File: src/rtl/cpu_regs_pkg.sv
// Shared types and constants for the 6502 register bank.
package cpu_regs_pkg;

    typedef enum logic [1:0] {
        REG_AC = 2'd0,
        REG_X  = 2'd1,
        REG_Y  = 2'd2,
        REG_SP = 2'd3
    } reg_idx_t;

    localparam logic [7:0]  SP_RESET_DEFAULT = 8'hFD;
    localparam int unsigned MAX_WIDTH        = 64;

    // Idle bus level; callers truncate to their own width.
    function automatic logic [MAX_WIDTH-1:0] BUS_IDLE();
        return '1;
    endfunction

endpackage

File: src/rtl/cpu_reg_cell.sv
// One bank register: load > decimal-adjust > inc/dec > hold, modulo 2^WIDTH.
module cpu_reg_cell
    import cpu_regs_pkg::*;
#(
    parameter int unsigned      WIDTH     = 8,
    parameter logic [WIDTH-1:0] RESET_VAL = '0
) (
    input  logic             clk_i,
    input  logic             rst_ni,
    input  logic             load_i,
    input  logic [WIDTH-1:0] load_val_i,
    input  logic             adj_i,
    input  logic [WIDTH-1:0] adj_val_i,
    input  logic             inc_i,
    input  logic             dec_i,
    output logic [WIDTH-1:0] q_o,
    output logic [WIDTH-1:0] next_o,
    output logic             mod_o
);

    logic [WIDTH-1:0] val_q;
    logic [WIDTH-1:0] val_d;
    logic             mod;

    always_comb begin
        val_d = val_q;
        mod   = 1'b1;
        if (load_i) begin
            val_d = load_val_i;
        end else if (adj_i) begin
            // Decimal carry comes from the ALU, so the overflow bit is dropped here.
            val_d = val_q + adj_val_i;
        end else if (inc_i && !dec_i) begin
            val_d = val_q + WIDTH'(1);
        end else if (dec_i && !inc_i) begin
            val_d = val_q - WIDTH'(1);
        end else begin
            mod = 1'b0;
        end
    end

    always_ff @(posedge clk_i or negedge rst_ni) begin
        if (!rst_ni) begin
            val_q <= RESET_VAL;
        end else begin
            val_q <= val_d;
        end
    end

    assign q_o    = val_q;
    assign next_o = val_d;
    assign mod_o  = mod;

endmodule

File: src/rtl/cpu_reg_bank.sv
// Clocked bank of 6502 registers (AC, X, Y, SP) with idle-high bus drivers and registered N/Z.
module cpu_reg_bank
    import cpu_regs_pkg::*;
#(
    parameter int unsigned      WIDTH    = 8,
    parameter int unsigned      NUM_REGS = 4,
    parameter int unsigned      SP_INDEX = 3,
    parameter logic [WIDTH-1:0] SP_RESET = WIDTH'(SP_RESET_DEFAULT),
    localparam int unsigned     IDXW     = (NUM_REGS > 1) ? $clog2(NUM_REGS) : 1
) (
    input  logic             clk,
    input  logic             reset_N,
    input  logic [WIDTH-1:0] systemBus_IN,
    input  logic             systemBusRead_EN,
    input  logic [IDXW-1:0]  loadSel,
    input  logic             systemBusWrite_EN,
    input  logic [IDXW-1:0]  sysSel,
    input  logic             dataBusWrite_EN,
    input  logic [IDXW-1:0]  dataSel,
    input  logic             inc_EN,
    input  logic             dec_EN,
    input  logic [IDXW-1:0]  incDecSel,
    input  logic             decAdjust_EN,
    input  logic [WIDTH-1:0] decAdjustAdders,
    output logic [WIDTH-1:0] systemBus_OUT,
    output logic [WIDTH-1:0] dataBus_OUT,
    output logic             negative_OUT,
    output logic             zero_OUT
);

    localparam logic [WIDTH-1:0] IDLE = WIDTH'(BUS_IDLE());

    logic [NUM_REGS-1:0][WIDTH-1:0] q;
    logic [NUM_REGS-1:0][WIDTH-1:0] nxt;
    logic [NUM_REGS-1:0]            mod;
    logic [NUM_REGS-1:0]            ld_hit;
    logic [NUM_REGS-1:0]            adj_hit;
    logic [NUM_REGS-1:0]            inc_hit;
    logic [NUM_REGS-1:0]            dec_hit;

    // Out-of-range selects match no cell, so the operation is simply ignored.
    for (genvar i = 0; i < NUM_REGS; i++) begin : g_cell
        assign ld_hit[i]  = systemBusRead_EN && (loadSel == IDXW'(i));
        assign adj_hit[i] = decAdjust_EN && (loadSel == IDXW'(i));
        assign inc_hit[i] = inc_EN && (incDecSel == IDXW'(i));
        assign dec_hit[i] = dec_EN && (incDecSel == IDXW'(i));

        cpu_reg_cell #(
            .WIDTH     (WIDTH),
            .RESET_VAL ((i == SP_INDEX) ? SP_RESET : {WIDTH{1'b0}})
        ) u_cell (
            .clk_i      (clk),
            .rst_ni     (reset_N),
            .load_i     (ld_hit[i]),
            .load_val_i (systemBus_IN),
            .adj_i      (adj_hit[i]),
            .adj_val_i  (decAdjustAdders),
            .inc_i      (inc_hit[i]),
            .dec_i      (dec_hit[i]),
            .q_o        (q[i]),
            .next_o     (nxt[i]),
            .mod_o      (mod[i])
        );
    end

    // Idle level is all-ones so several banks can share a wired-AND bus.
    always_comb begin
        systemBus_OUT = IDLE;
        dataBus_OUT   = IDLE;
        for (int i = 0; i < NUM_REGS; i++) begin
            if (reset_N && systemBusWrite_EN && (sysSel == IDXW'(i))) begin
                systemBus_OUT = q[i];
            end
            if (reset_N && dataBusWrite_EN && (dataSel == IDXW'(i))) begin
                dataBus_OUT = q[i];
            end
        end
    end

    logic             n_q, n_d;
    logic             z_q, z_d;
    logic [WIDTH-1:0] flag_src;

    // A load/adjust result takes precedence over a concurrent inc/dec on another register.
    always_comb begin
        flag_src = '0;
        for (int i = 0; i < NUM_REGS; i++) begin
            if ((inc_hit[i] || dec_hit[i]) && mod[i]) begin
                flag_src = nxt[i];
            end
        end
        for (int i = 0; i < NUM_REGS; i++) begin
            if (ld_hit[i] || adj_hit[i]) begin
                flag_src = nxt[i];
            end
        end
        n_d = (|mod) ? flag_src[WIDTH-1] : n_q;
        z_d = (|mod) ? (flag_src == '0) : z_q;
    end

    always_ff @(posedge clk or negedge reset_N) begin
        if (!reset_N) begin
            n_q <= 1'b0;
            z_q <= 1'b0;
        end else begin
            n_q <= n_d;
            z_q <= z_d;
        end
    end

    assign negative_OUT = n_q;
    assign zero_OUT     = z_q;

endmodule

File: config.mk
export PLATFORM = sky130hd
export DESIGN_NAME = cpu_reg_bank
export DESIGN_NICKNAME = d
export VERILOG_FILES = /design/src/rtl/cpu_regs_pkg.sv /design/src/rtl/cpu_reg_cell.sv /design/src/rtl/cpu_reg_bank.sv
export SDC_FILE = /design/constraint.sdc
export NUM_CORES = 1
export LEC_CHECK = 0
export CAP_MARGIN = 20
export CORE_ASPECT_RATIO = 1.5
export CORE_UTILIZATION = 45
export DETAILED_ROUTE_END_ITERATION = 6
export PLACE_DENSITY = 0.74
export SYNTH_ARGS = -nofsm -noshare
export SYNTH_HDL_FRONTEND = slang
export SYNTH_SLANG_ARGS = --single-unit
File: constraint.sdc
create_clock -name clk -period 6.1 [get_ports clk]
set_clock_uncertainty 0.1 [all_clocks]
set_input_delay 1.22 -clock clk [delete_from_list [all_inputs] [get_ports clk]]
set_output_delay 1.22 -clock clk [all_outputs]
set_load 0.02 [all_outputs]
==> results of run 1 <==
synthesized netlist by cell type, types with 7 or more instances:
cell / number / share of area [%]
a211oi_1: 13 / 1.8
a21o_1: 8 / 1.1
a21oi_1: 37 / 3.4
a31oi_1: 12 / 1.4
and2_1: 12 / 1.4
and3_1: 9 / 1.0
clkbuf_1: 12 / 0.82
dfrtp_1: 27 / 12
dfstp_2: 7 / 3.3
ha_1: 48 / 11
inv_1: 34 / 2.3
mux2i_1: 10 / 1.8
mux4_2: 14 / 5.7
nand2_1: 36 / 2.5
nand2b_1: 16 / 1.8
nand3_1: 12 / 1.1
nand3b_1: 9 / 1.2
nor2_1: 72 / 4.9
nor2b_1: 7 / 0.79
nor3_1: 28 / 2.5
o211ai_1: 9 / 1.2
o21a_1: 9 / 1.2
o21ai_0: 24 / 2.2
o21ai_1: 8 / 0.73
o22ai_1: 11 / 1.2
or2_2: 21 / 2.4
or3_1: 11 / 1.2
xnor2_1: 11 / 1.7
xor2_1: 10 / 1.6
through the flow:
| stage | area, sq um | power, mW | cells |
|---|---|---|---|
| 2_1_floorplan | 5510 | 1.26 | 678 |
| 3_3_place_gp | 6030 | 1.58 | 856 |
| 3_5_place_dp | 6030 | 1.62 | 856 |
| 4_1_cts | 6180 | 1.90 | 864 |
| 5_1_grt | 6180 | 2.04 | 864 |
| 6_report | 6180 | 1.92 | 864 |
final timing paths:
kind,depth (start not counted),endpoint,from,slack (ns)
max reg2reg,12,zero_OUT$_DFFE_PN0P_,g_cell[3].u_cell.q_o[0]$_DFF_PN1_,2.58
min in group asynchronous,2,g_cell[2].u_cell.q_o[6]$_DFF_PN0_,reset_N,1.01
max,4,systemBus_OUT[2],sysSel[0],1.33
max in group asynchronous,2,g_cell[3].u_cell.q_o[0]$_DFF_PN1_,reset_N,4.51
min,1,negative_OUT$_DFFE_PN0P_,negative_OUT$_DFFE_PN0P_,0.45
min reg2reg,1,negative_OUT$_DFFE_PN0P_,negative_OUT$_DFFE_PN0P_,0.45
per-layer routing:
layer	share of wire, %	wire [microns]	track usage, %
met1	37	7660	37.3
met2	47	9780	54.7
met3	6.8	1410	4.91
met4	8.4	1740	25.8
met5	0	0	0
logic make-up (layout without fill, tap and decap cells):
| logic type | after synthesis | count (layout) | share of synthesized area [%] |
|---|---|---|---|
| buffers and inverters | 64 | 97 | 5.97 |
| adders and majority gates | 52 | 52 | 12.3 |
| AOI/OAI and AO/OA | 188 | 188 | 23.6 |
| muxes | 28 | 28 | 8.90 |
| xor gates and xnor gates | 21 | 21 | 3.34 |
| and+or+nand+nor | 291 | 291 | 30.3 |
| DFF | 34 | 34 | 15.6 |
cell type report:
class / instances / area share (%)
clock inverters: 2 / 0.202
repair buffers: 54 / 8.46
well taps: 153 / 3.10
clock buffers: 6 / 2.25
inverters: 35 / 2.13
multi-input cells: 580 / 70.0
flip-flops and latches: 34 / 13.9
report_power, final:
| group | total, mW | internal, mW | leakage, nW | switching, mW |
|---|---|---|---|---|
| sequential | 0.541 | 0.317 | 0.389 | 0.224 |
| clock | 0.275 | 0.162 | 0.0729 | 0.113 |
| combinational | 1.11 | 0.512 | 2.02 | 0.593 |
flip-flops by register name, summed over array words and instances (netlist names):
name,cells
g_cell.u_cell.q_o,32
negative_OUT,1
zero_OUT,1
worst register-to-register path, stage by stage, from the launching register on:
cell and delay [ns]:
dfstp_2 0.62, ha_1 0.24, inv_1 0.07, fa_1 0.40, nand2b_1 0.19, a21oi_1 0.17
o21a_1 0.15, o21ai_0 0.08, a31oi_1 0.20, a21oi_1 0.16, a2111oi_0 0.80, o211ai_1 0.15
o21ai_1 0.11
==> out/results.ini, run 1 <==
[floorplan]
fp.dieArea_sq_um=12700
initial_utilization_pct=46.1
core_region_area_sq_um=12000
chipWidth_microns=92.4
dieHeight_microns=138
io_pins=50
core.rowCount=49

[finish]
nets=794
drive_gt1_share_pct=11.8
growth_of_design_area_from_synthesis_to_finish_pct=12.1
final_util_pct=51.7
register_area_sq_um=860
multiInputGateArea_sq_um=4320
diodes=0
layout_commonest_cell=nor2_1
mostFrequentLayoutCells=nor2_1, ha_1, clkdlybuf4s50_1
nFillCells=1170

[clocking]
cts_made_buffers=5
post_cts_buffers=0
cts.reportedPaths.clkPinSlew_ns=0.06
cts_tree=done
ctsLongestPathBuffers=2
cts_resized=0
post_cts_hold_buffer_count=0
clk_latency_ns=0.29
total_number_of_clock_tree_sinks=34
htree_levels=2
ctsRootBufferMaster=clkbuf_16

[sta]
total_negative_slack_for_setup_checks_ns=0
period_share_pct=78.1
final_max_slew_viol_count=0
setup_repair_after_global_routing_missed_its_margin=false
final_critical_path_setup_slack_ns=1.33
timing.final.crit_period_ns=4.77
tightest_slew_margin_relative_to_the_limit_pct=30.0
achievable-frequency_ghz=0.210
hold_viol=0
fin_hold_ws_ns=0.451
timing.final.setup_violations=0
tightestPinTransition_ns=1.05

[place]
placement.io_buffers=49
detailedPlacementHpwl_microns=16300
dpl_worst_slack_ns=1.19
globalplace.congestion=1.09

[drt]
vias=5819
drt-vias-per-instance=6.73
routed_wirelength_microns=20600
drt_iter0_drc=559
ant_nets=0
drt_pre_antenna_iters=7
post_drt_wl_per_cell_microns=23.8
route.detailed.drc=0

[setup_path]
cp.arrival_ns=3.45
criticalPathCategory=primary input to output port
cp_common_cell=clkdlybuf4s50_1
worstSetupEndpointType=output port
critical_path_required_ns=4.78
worst-path-buf-inv=2
critical_path.startpoint_type=primary input
path_max_fanout=8
critical_path_cell_list=clkdlybuf4s50_1 > mux4_1 > or2_2 > clkdlybuf4s50_1
critical-path-max-stage-delay_ns=0.80
timing.critical_path.slowest_stage_cell=clkdlybuf4s50_1
cpLargestDelayFamily=buffers and inverters

[synthesis]
ys_ff_latch=34
ys.flop_type=dfrtp_1
syn_area_sq_um=5510
synthesis.instances=678
yosys_warnings=0
postSynthNetCount=762
synth_edf_count=0
synth.distinct_cells=94
synth-seq-area-share_pct=15.6
post_synthesis_async_set_or_reset_flop_share_pct=100
post_synth.cell_area_avg_sq_um=8.13

[status]
run_status=completed

[global_route]
global_route_wire_length_before_repair_microns=31000
grtUsageTotal_pct=32.8
antenna_found_initial=0
first_global_vias=5464
grt-ovfl-total=0
grt_start_max_net_pins=35

[run]
max_cap_viol_count=0

[power]
power.static_leakage_nw=2.48
peakVddDrop_v=0.000109
p_per_area_nw_per_um2=311

[worst_hold_path]
hold_class=register to register

No activity file was read; power rests on OpenSTA's default activity.
==> run 2, diff against run 1 <==
==> constraint.sdc (replaced) <==
create_clock -name clk -period 4.85 [get_ports clk]
set_clock_uncertainty 0.1 [all_clocks]
set_input_delay 0.97 -clock clk [delete_from_list [all_inputs] [get_ports clk]]
set_output_delay 0.97 -clock clk [all_outputs]
set_load 0.02 [all_outputs]
==> run 2 against run 1 <==
Highest routed layer unchanged. Final area increased by 2.0%. Global-route usage rose by 0.11 points. Die area unchanged. Total power grew 25%. Combinational power increased by 26%. Count of clock-buffer cells in the layout did not move. First-iteration DRC count decreased by 35%. Sequential share of layout area shrank 0.27 points. Critical path type is now primary input to register. Via count barely moved.
==> out/results.ini, run 2 (synthesis results as in run 1) <==
[power]
combPwrFrac_pct=58.3
total_switching_power_mw=1.15
pwr-share-clk_pct=13.2
peakVddDrop_v=0.000161
internal_power_mw=1.25
p_per_area_nw_per_um2=380
power.static_leakage_nw=2.57
pwr-share-seq_pct=28.5
share_of_total_power_consumed_by_net_switching_pct=48.0

[floorplan]
core_region_area_sq_um=12000
initial_utilization_pct=46.1
chipWidth_microns=92.4
fp.dieArea_sq_um=12700
io_pins=50
core.rowCount=49
dieHeight_microns=138

[setup_path]
critical_path_cell_list=clkdlybuf4s50_1 > or3b_2 > ha_1 > or4b_4 > nor2_1 > or3_1 > nand3_1 > o31ai_1 > o221ai_1 > a211oi_1 > o32ai_1 > o21ai_1
path_max_fanout=10
worstSetupEndpointType=register
critical_path_required_ns=4.96
critical_path.startpoint_type=primary input
criticalPathCategory=primary input to register
timing.rr.end=zero_OUT$_DFFE_PN0P_
crit_end=zero_OUT$_DFFE_PN0P_
timing.critical_path.slowest_stage_cell=or3b_2
cp.arrival_ns=4.43
reg2regPathDepth=13
worstReg2RegStart=g_cell[2].u_cell.q_o[0]$_DFF_PN0_
rrSetupSlack_ns=1.45
worstSetupStartpoint=incDecSel[1]
critical-path-max-stage-delay_ns=0.56

[finish]
largest_reg_flops=32
nets=812
growth_of_design_area_from_synthesis_to_finish_pct=14.3
diodes=0
drive_gt1_share_pct=13.9
mostFrequentLayoutCells=nor2_1, ha_1, clkdlybuf4s50_1
layout_commonest_cell=nor2_1

[clocking]
post_cts_hold_buffer_count=0
cts.reportedPaths.clkPinSlew_ns=0.05
total_number_of_clock_tree_sinks=34
cts_tree=done
ctsRootBufferMaster=clkbuf_16
htree_levels=2
cts_made_buffers=5
clk_latency_ns=0.28
ctsLongestPathBuffers=2
cts_resized=0
post_cts_buffers=0

[worst_hold_path]
hold_class=register to register

[place]
globalplace.congestion=1.05
placement.io_buffers=49
detailedPlacementHpwl_microns=16600

[drt]
route.detailed.drc=0
ant_nets=0
drt_iter0_drc=364
post_drt_wl_per_cell_microns=23.2
vias=5814
drt_pre_antenna_iters=6
routed_wirelength_microns=20500
drt-vias-per-instance=6.59

[sta]
period_share_pct=89.1
total_negative_slack_for_setup_checks_ns=0
setup_repair_after_global_routing_missed_its_margin=false
achievable-frequency_ghz=0.231
fin_hold_ws_ns=0.435
timing.final.setup_violations=0
final_max_slew_viol_count=0
tightestPinTransition_ns=0.692
tightest_slew_margin_relative_to_the_limit_pct=53.6
timing.final.crit_period_ns=4.32
hold_viol=0

[run]
max_cap_viol_count=0

[global_route]
grtUsageTotal_pct=32.9
antenna_found_initial=0
grt_start_max_net_pins=24
global_route_wire_length_before_repair_microns=31100
grt-ovfl-total=0
first_global_vias=5530

[status]
run_status=completed

-- run 2: how the worst min path moves through the flow --
stage                              from                        to  depth (start not counted)
2_1_floorplan  negative_OUT$_DFFE_PN0P_  negative_OUT$_DFFE_PN0P_                          1
3_3_place_gp   negative_OUT$_DFFE_PN0P_  negative_OUT$_DFFE_PN0P_                          1
3_5_place_dp   negative_OUT$_DFFE_PN0P_  negative_OUT$_DFFE_PN0P_                          1
4_1_cts        negative_OUT$_DFFE_PN0P_  negative_OUT$_DFFE_PN0P_                          1
5_1_grt        negative_OUT$_DFFE_PN0P_  negative_OUT$_DFFE_PN0P_                          1
6_report       negative_OUT$_DFFE_PN0P_  negative_OUT$_DFFE_PN0P_                          1
-- run 2: power groups by stage --
stage | logic, mW | clock network [mW] | registers (mW)
2_1_floorplan | 1.06 | 0 | 0.530
3_3_place_gp | 1.33 | 0 | 0.672
3_5_place_dp | 1.38 | 0 | 0.676
4_1_cts | 1.38 | 0.321 | 0.671
5_1_grt | 1.53 | 0.331 | 0.694
6_report | 1.40 | 0.316 | 0.682
-- run 2: final cells by class --
type                       instances  area, sq um
fill                            1178         5650
multi-input combinational        580         4320
sequential                        34          860
timing repair buffer              72          658
tap                              153          191
inverter                          35          131
clock buffer                       6          129
clock inverter                     2         10.0
-- run 2: metal layers --
layer  track usage, %  vias to the layer above  wire [microns]
met5                0                        -               0
met4             22.0                        0            1390
met3             3.48                       57            1090
met2             55.8                      235            9890
met1             39.1                     2844            8120
li1                 -                     2678               -
-- run 2: through the flow --
stage	utilization [%]	total power [mW]	cells	worst slack [ns]	cell area (sq um)
after floorplan	-	1.59	678	1.10	5510
after global placement	51.6	2.00	874	0.322	6160
after detailed placement	51.6	2.05	874	0.269	6160
after CTS	52.7	2.38	882	0.560	6300
after global routing	52.7	2.56	882	0.360	6300
final	52.7	2.39	882	0.527	6300
-- run 2: critical path, delay by kind of cell --
kind	cells	cell delay [ns]
buffers and inverters	1	0.50
adders and majority gates	1	0.33
and+or+nand+nor	5	1.47
AOI/OAI and AO/OA	5	1.16
==> run 3, diff against run 2 <==
--- a/config.mk
+++ b/config.mk
@@ -10,6 +10,7 @@
 export CORE_UTILIZATION = 45
 export DETAILED_ROUTE_END_ITERATION = 6
 export PLACE_DENSITY = 0.74
+export SLEW_MARGIN = 20
 export SYNTH_ARGS = -nofsm -noshare
 export SYNTH_HDL_FRONTEND = slang
 export SYNTH_SLANG_ARGS = --single-unit
==> results of run 3 <==
Final layout, timing and power as in run 2 (identical DEF).
==> variant 1 (flow settings as in run 3) <==
Reset style: synchronous (`reset_N` and `rst_ni`), changed in 2 clocked blocks.
--- a/src/rtl/cpu_reg_cell.sv
+++ b/src/rtl/cpu_reg_cell.sv
@@ -39,7 +39,7 @@
         end
     end
 
-    always_ff @(posedge clk_i or negedge rst_ni) begin
+    always_ff @(posedge clk_i) begin
         if (!rst_ni) begin
             val_q <= RESET_VAL;
         end else begin
--- a/src/rtl/cpu_reg_bank.sv
+++ b/src/rtl/cpu_reg_bank.sv
@@ -98,7 +98,7 @@
         z_d = (|mod) ? (flag_src == '0) : z_q;
     end
 
-    always_ff @(posedge clk or negedge reset_N) begin
+    always_ff @(posedge clk) begin
         if (!reset_N) begin
             n_q <= 1'b0;
             z_q <= 1'b0;
Function: changed (a bounded check fails within 4 cycles, from zero or initial values and one cycle with reset_N low; the reset may be asserted at any time).
==> variant 1 against run 3 <==
- cell area down 5.5%
- setup slack worse by 0.046 ns
- cell count grew 3.5%
- sequential cell count did not move
- routed wire length up 4.0%
- area after synthesis is 6.3% lower
- largest cell class unchanged
Power is not compared: it rests on default switching activity, and its combinational part moved more than twofold at a synthesized area within 25%.
==> variant 1: results (changes against run 3) <==
Parameter                              Value

Global routing
  Maximum number of pins on one net before global-route repair    18 (-25%)
  Global-route track usage on met2    59.25% (+3.4 points)
  Met1 Track Usage GR    43.46% (+4.3 points)
  Global-route wire length before repair    32.05 mm (+3.2%)
  Via count of the first global-routing pass    5,545 (+0.27%)
  Met3 Track Usage GR    7.311% (+3.8 points)
  Total routing usage reported by global routing    36.76% (+3.9 points)
  Initial antenna violation count    0 (unchanged)

Worst setup path
  Setup crit end    zero_OUT
  CP peak stage delay    0.82 ns (+0.26 ns)
  Worst Reg-to-Reg Cells    14 (+1)
  Crit path max-delay cell type    sky130_fd_sc_hd__clkdlybuf4s50_1
  Largest fanout on the critical path    4 (-6)
  Crit path arrival time    4.44 ns (about the same)
  Critical Path Source    decAdjustAdders[0]
  Cell class contributing the biggest share of worst-path delay    buffers and inverters
  Startpoint of the worst register-to-register path    g_cell[0].u_cell.q_o[0]

Synthesis
  Synth cell count leaders    sky130_fd_sc_hd__nor2_1, sky130_fd_sc_hd__nand2_1, sky130_fd_sc_hd__ha_1, sky130_fd_sc_hd__a21oi_1, sky130_fd_sc_hd__o21ai_0
  Xor and xnor fraction of the mapped netlist area    5.934% (+2.6 points)
  Sequential fraction of the synthesis area    13.18% (-2.4 points)
  Number of warning messages in the yosys log    0 (unchanged)
  Share of cell area taken by muxes after synthesis    2.979% (-5.9 points)
  Total nets after synthesis    811 (+6.4%)
  Predominant post-synthesis flop cell    sky130_fd_sc_hd__dfxtp_1
  Top cells by area in the synthesized netlist    sky130_fd_sc_hd__dfxtp_1, sky130_fd_sc_hd__ha_1, sky130_fd_sc_hd__nor2_1
  Fraction of the mapped netlist area in adder cells    13.18% (+0.83 points)
  Post-synthesis compound-gate area fraction    28.65% (+5.1 points)
  Synth cell types    84 (-11%)
  Fraction of registers with async set or reset after synthesis    0% (-100 points)

Clock tree
  Clock transition time at the flip-flop clock pins of the worst setup and hold paths    0.07 ns (+0.02 ns)
  Maximum level of the CTS H-tree    2 (unchanged)
  Clock Tree Buf Depth    2 (unchanged)
  Worst skew pair latency    roughly 0.29 ns
  Number of buffers created by CTS    5 (unchanged)

Detailed routing
  Top layer used by detailed routing    met4
  Post-DR wirelength/cell    23.36 microns (+0.52%)
  Met1 WL    8.427 mm (+3.8%)
  Total number of vias    5,843 (+0.50%)
  DRC violation total after the first TritonRoute iteration    337 (-7.4%)
  Number of iterations in the first detailed-routing pass    5 (-1)
  Routed met3 length    1.384 mm (+27%)
  Wire length on met2    9.917 mm (+0.24%)

Cells and area
  Count of fill cells added during filler insertion    1,114 (-5.4%)
  Diode insertion count for antenna repair    0 (unchanged)
  Net count of the finished layout    849 (+4.6%)
  Fraction of final layout cells sized beyond drive strength 1    7.833% (-6.0 points)

Power
  Leakage    2.410 nW
  Internal Power    875.0 uW
  Portion of total power attributed to sequential cells    26.0%
  Peak supply drop    between 0.15 and 0.2 mV

Run status
  Run status    completed

Place
  Final RePlAce weighted congestion    1.065 (+1.2%)
  Half-perimeter wire length after detailed placement    16.85 mm (+1.5%)

Timing
  Transition time of the tightest slew-check pin    0.7364 ns (+0.04456 ns)
variant 1: changes by cell type after synthesis, moves of 12 or more:
| cell | before | now |
|---|---|---|
| sky130_fd_sc_hd__nand2_1 | 36 | 78 |
| sky130_fd_sc_hd__dfxtp_1 | 0 | 34 |
| sky130_fd_sc_hd__nor2_1 | 72 | 84 |
| sky130_fd_sc_hd__o21ai_0 | 24 | 41 |
| sky130_fd_sc_hd__o22ai_1 | 11 | 23 |
| sky130_fd_sc_hd__or2_2 | 21 | 2 |
| sky130_fd_sc_hd__mux4_2 | 14 | 0 |
| sky130_fd_sc_hd__xnor2_1 | 11 | 23 |
| sky130_fd_sc_hd__dfrtp_1 | 27 | 0 |
variant 1: through the flow:
stage	util [%]	setup slack, ns	std cells	hold WS (ns)	cell area [sq um]
after floorplan	-	1.301	727	0.5252	5166
after detailed placement	51.87	0.2963	905	0.5923	5766
after CTS	53.62	0.5916	913	0.6179	5959
after global placement	51.87	0.3176	905	0.5846	5766
final	53.62	0.4819	913	0.6246	5959
after global routing	53.62	0.3302	913	0.6704	5959
variant 1: area by class of cell:
class	instances	share of cell area, %
tap	147	3.086
timing repair buffer	69	10.75
inverter	29	1.827
clock buffer	5	2.100
sequential	34	11.42
multi-input combinational	626	69.66
clock inverter	3	1.155
variant 1: worst min-delay path by stage:
stage                                  from  slack, ns                       to  depth (start not counted)
floorplan           g_cell[0].u_cell.q_o[7]       0.53  g_cell[0].u_cell.q_o[7]                          3
global placement               negative_OUT       0.58             negative_OUT                          2
detailed placement             negative_OUT       0.59             negative_OUT                          2
CTS                            negative_OUT       0.62             negative_OUT                          2
global route                   negative_OUT       0.67             negative_OUT                          2
finish              g_cell[3].u_cell.q_o[7]       0.62  g_cell[3].u_cell.q_o[7]                          3
==> variant 2 (config.mk and constraints of run 3) <==
Made on the original files. The parameter `NUM_REGS` goes from 4 to 2.
--- a/src/rtl/cpu_reg_bank.sv
+++ b/src/rtl/cpu_reg_bank.sv
@@ -3,7 +3,7 @@
     import cpu_regs_pkg::*;
 #(
     parameter int unsigned      WIDTH    = 8,
-    parameter int unsigned      NUM_REGS = 4,
+    parameter int unsigned      NUM_REGS = 2,
     parameter int unsigned      SP_INDEX = 3,
     parameter logic [WIDTH-1:0] SP_RESET = WIDTH'(SP_RESET_DEFAULT),
     localparam int unsigned     IDXW     = (NUM_REGS > 1) ? $clog2(NUM_REGS) : 1
Ports: changed (resized dataSel, incDecSel, loadSel and sysSel); port bits go from 50 to 46. No check against the original RTL was run, so the function may have changed too.
==> variant 2 against run 3 <==
- cell count decreased by 54%
- routed wire length decreased by 66%
- sequential cell count decreased by 16
- cell area decreased by 54%
- count of clock-buffer cells in the layout decreased by 2
- power decreased by 62%
- area after synthesis decreased by 56%
- setup slack got worse by 0.060 ns
- highest routed layer unchanged
==> variant 2: results (changes against run 3) <==
Parameter                              Value

Run status
  Run status    completed

Synthesis
  Post-synthesis compound-gate area fraction    22.88% (-0.70 points)
  Total nets after synthesis    358 (-53%)
  Top cells by area in the synthesized netlist    sky130_fd_sc_hd__dfrtp_1, sky130_fd_sc_hd__ha_1, sky130_fd_sc_hd__mux2i_1
  Synth cell types    65 (-31%)
  Xor and xnor fraction of the mapped netlist area    6.566% (+3.2 points)
  Area share of the largest cell type after synthesis    18.76% (+6.5 points)
  Share of cell area taken by muxes after synthesis    5.419% (-3.5 points)
  Sequential fraction of the synthesis area    18.76% (+3.2 points)

Place
  Half-perimeter wire length after detailed placement    5.664 mm (-66%)
  Quantity of I/O buffers inserted on ports    45 (-8.2%)
  Final RePlAce weighted congestion    0.9920 (-5.8%)
  Total instance count after detailed placement    401 (-54%)

Power
  P_sw    405.4 uW (-65%)
  Peak supply drop    0.2091 mV (+30%)
  Leakage    1.222 nW (-52%)
  Power in the clock group    125 uW (-60%)

Detailed routing
  Met1 WL    2.955 mm (-64%)
  Total number of vias    2,417 (-58%)
  Routed met3 length    338 microns (-69%)
  DRC violation total after the first TritonRoute iteration    100 (-73%)

Worst setup path
  Crit path max-delay cell type    sky130_fd_sc_hd__clkdlybuf4s50_1
  Critical Path Source    decAdjustAdders[0]
  Largest fanout on the critical path    2 (-8)
  Register-to-Register Setup Slack    1.21 ns (-0.24 ns)

Global routing
  Met3 Track Usage GR    3.419% (-0.058 points)
  Met1 Track Usage GR    32.15% (-7.0 points)
  Via count of the first global-routing pass    2,328 (-58%)
  Maximum number of pins on one net before global-route repair    21 (-13%)

Clock tree
  Worst skew pair latency    0.25 ns (-0.03 ns)
  Clock transition time at the flip-flop clock pins of the worst setup and hold paths    0.07 ns (+0.02 ns)
  Maximum level of the CTS H-tree    1 (-1)
  CTS Root Buffer Type    sky130_fd_sc_hd__clkbuf_8

Cells and area
  Fraction of final layout cells sized beyond drive strength 1    7.418% (-6.4 points)
  CLK BUF    4 (-2)
  Max reg flops    16 (-50%)
  Number of multi-input combinational cells    253 (-56%)
  Number of buffers other than clock buffers in the final layout    47 (-35%)
  Count of fill cells added during filler insertion    500 (-58%)
  Multi-input combinational area share    61.50% (-7.1 points)

Worst hold path
  Count of cells along the worst hold path    2 (+1)
variant 2: changes by cell type in the layout (fill, tap and decap cells not counted), moves of 17 or more:
cell | run 3 | this run
sky130_fd_sc_hd__a21oi_1 | 37 | 20
sky130_fd_sc_hd__buf_4 | 23 | 2
sky130_fd_sc_hd__ha_1 | 48 | 24
sky130_fd_sc_hd__inv_1 | 34 | 15
sky130_fd_sc_hd__nor2_1 | 72 | 22
sky130_fd_sc_hd__nor3_1 | 28 | 7
sky130_fd_sc_hd__or2_2 | 21 | 1
variant 2: per-stage QoR:
stage	setup slack (ns)	util, %	hold WS [ns]	total power [mW]	instance area, sq um
global placement	0.3281	55.30	0.4488	0.7576	2834
finish	0.4675	56.37	0.4641	0.8981	2889
global route	0.2655	56.37	0.5066	0.9657	2889
floorplan	1.023	-	0.5108	0.6103	2401
CTS	0.4953	56.37	0.4603	0.8911	2889
detailed placement	0.1954	55.30	0.4511	0.7638	2834
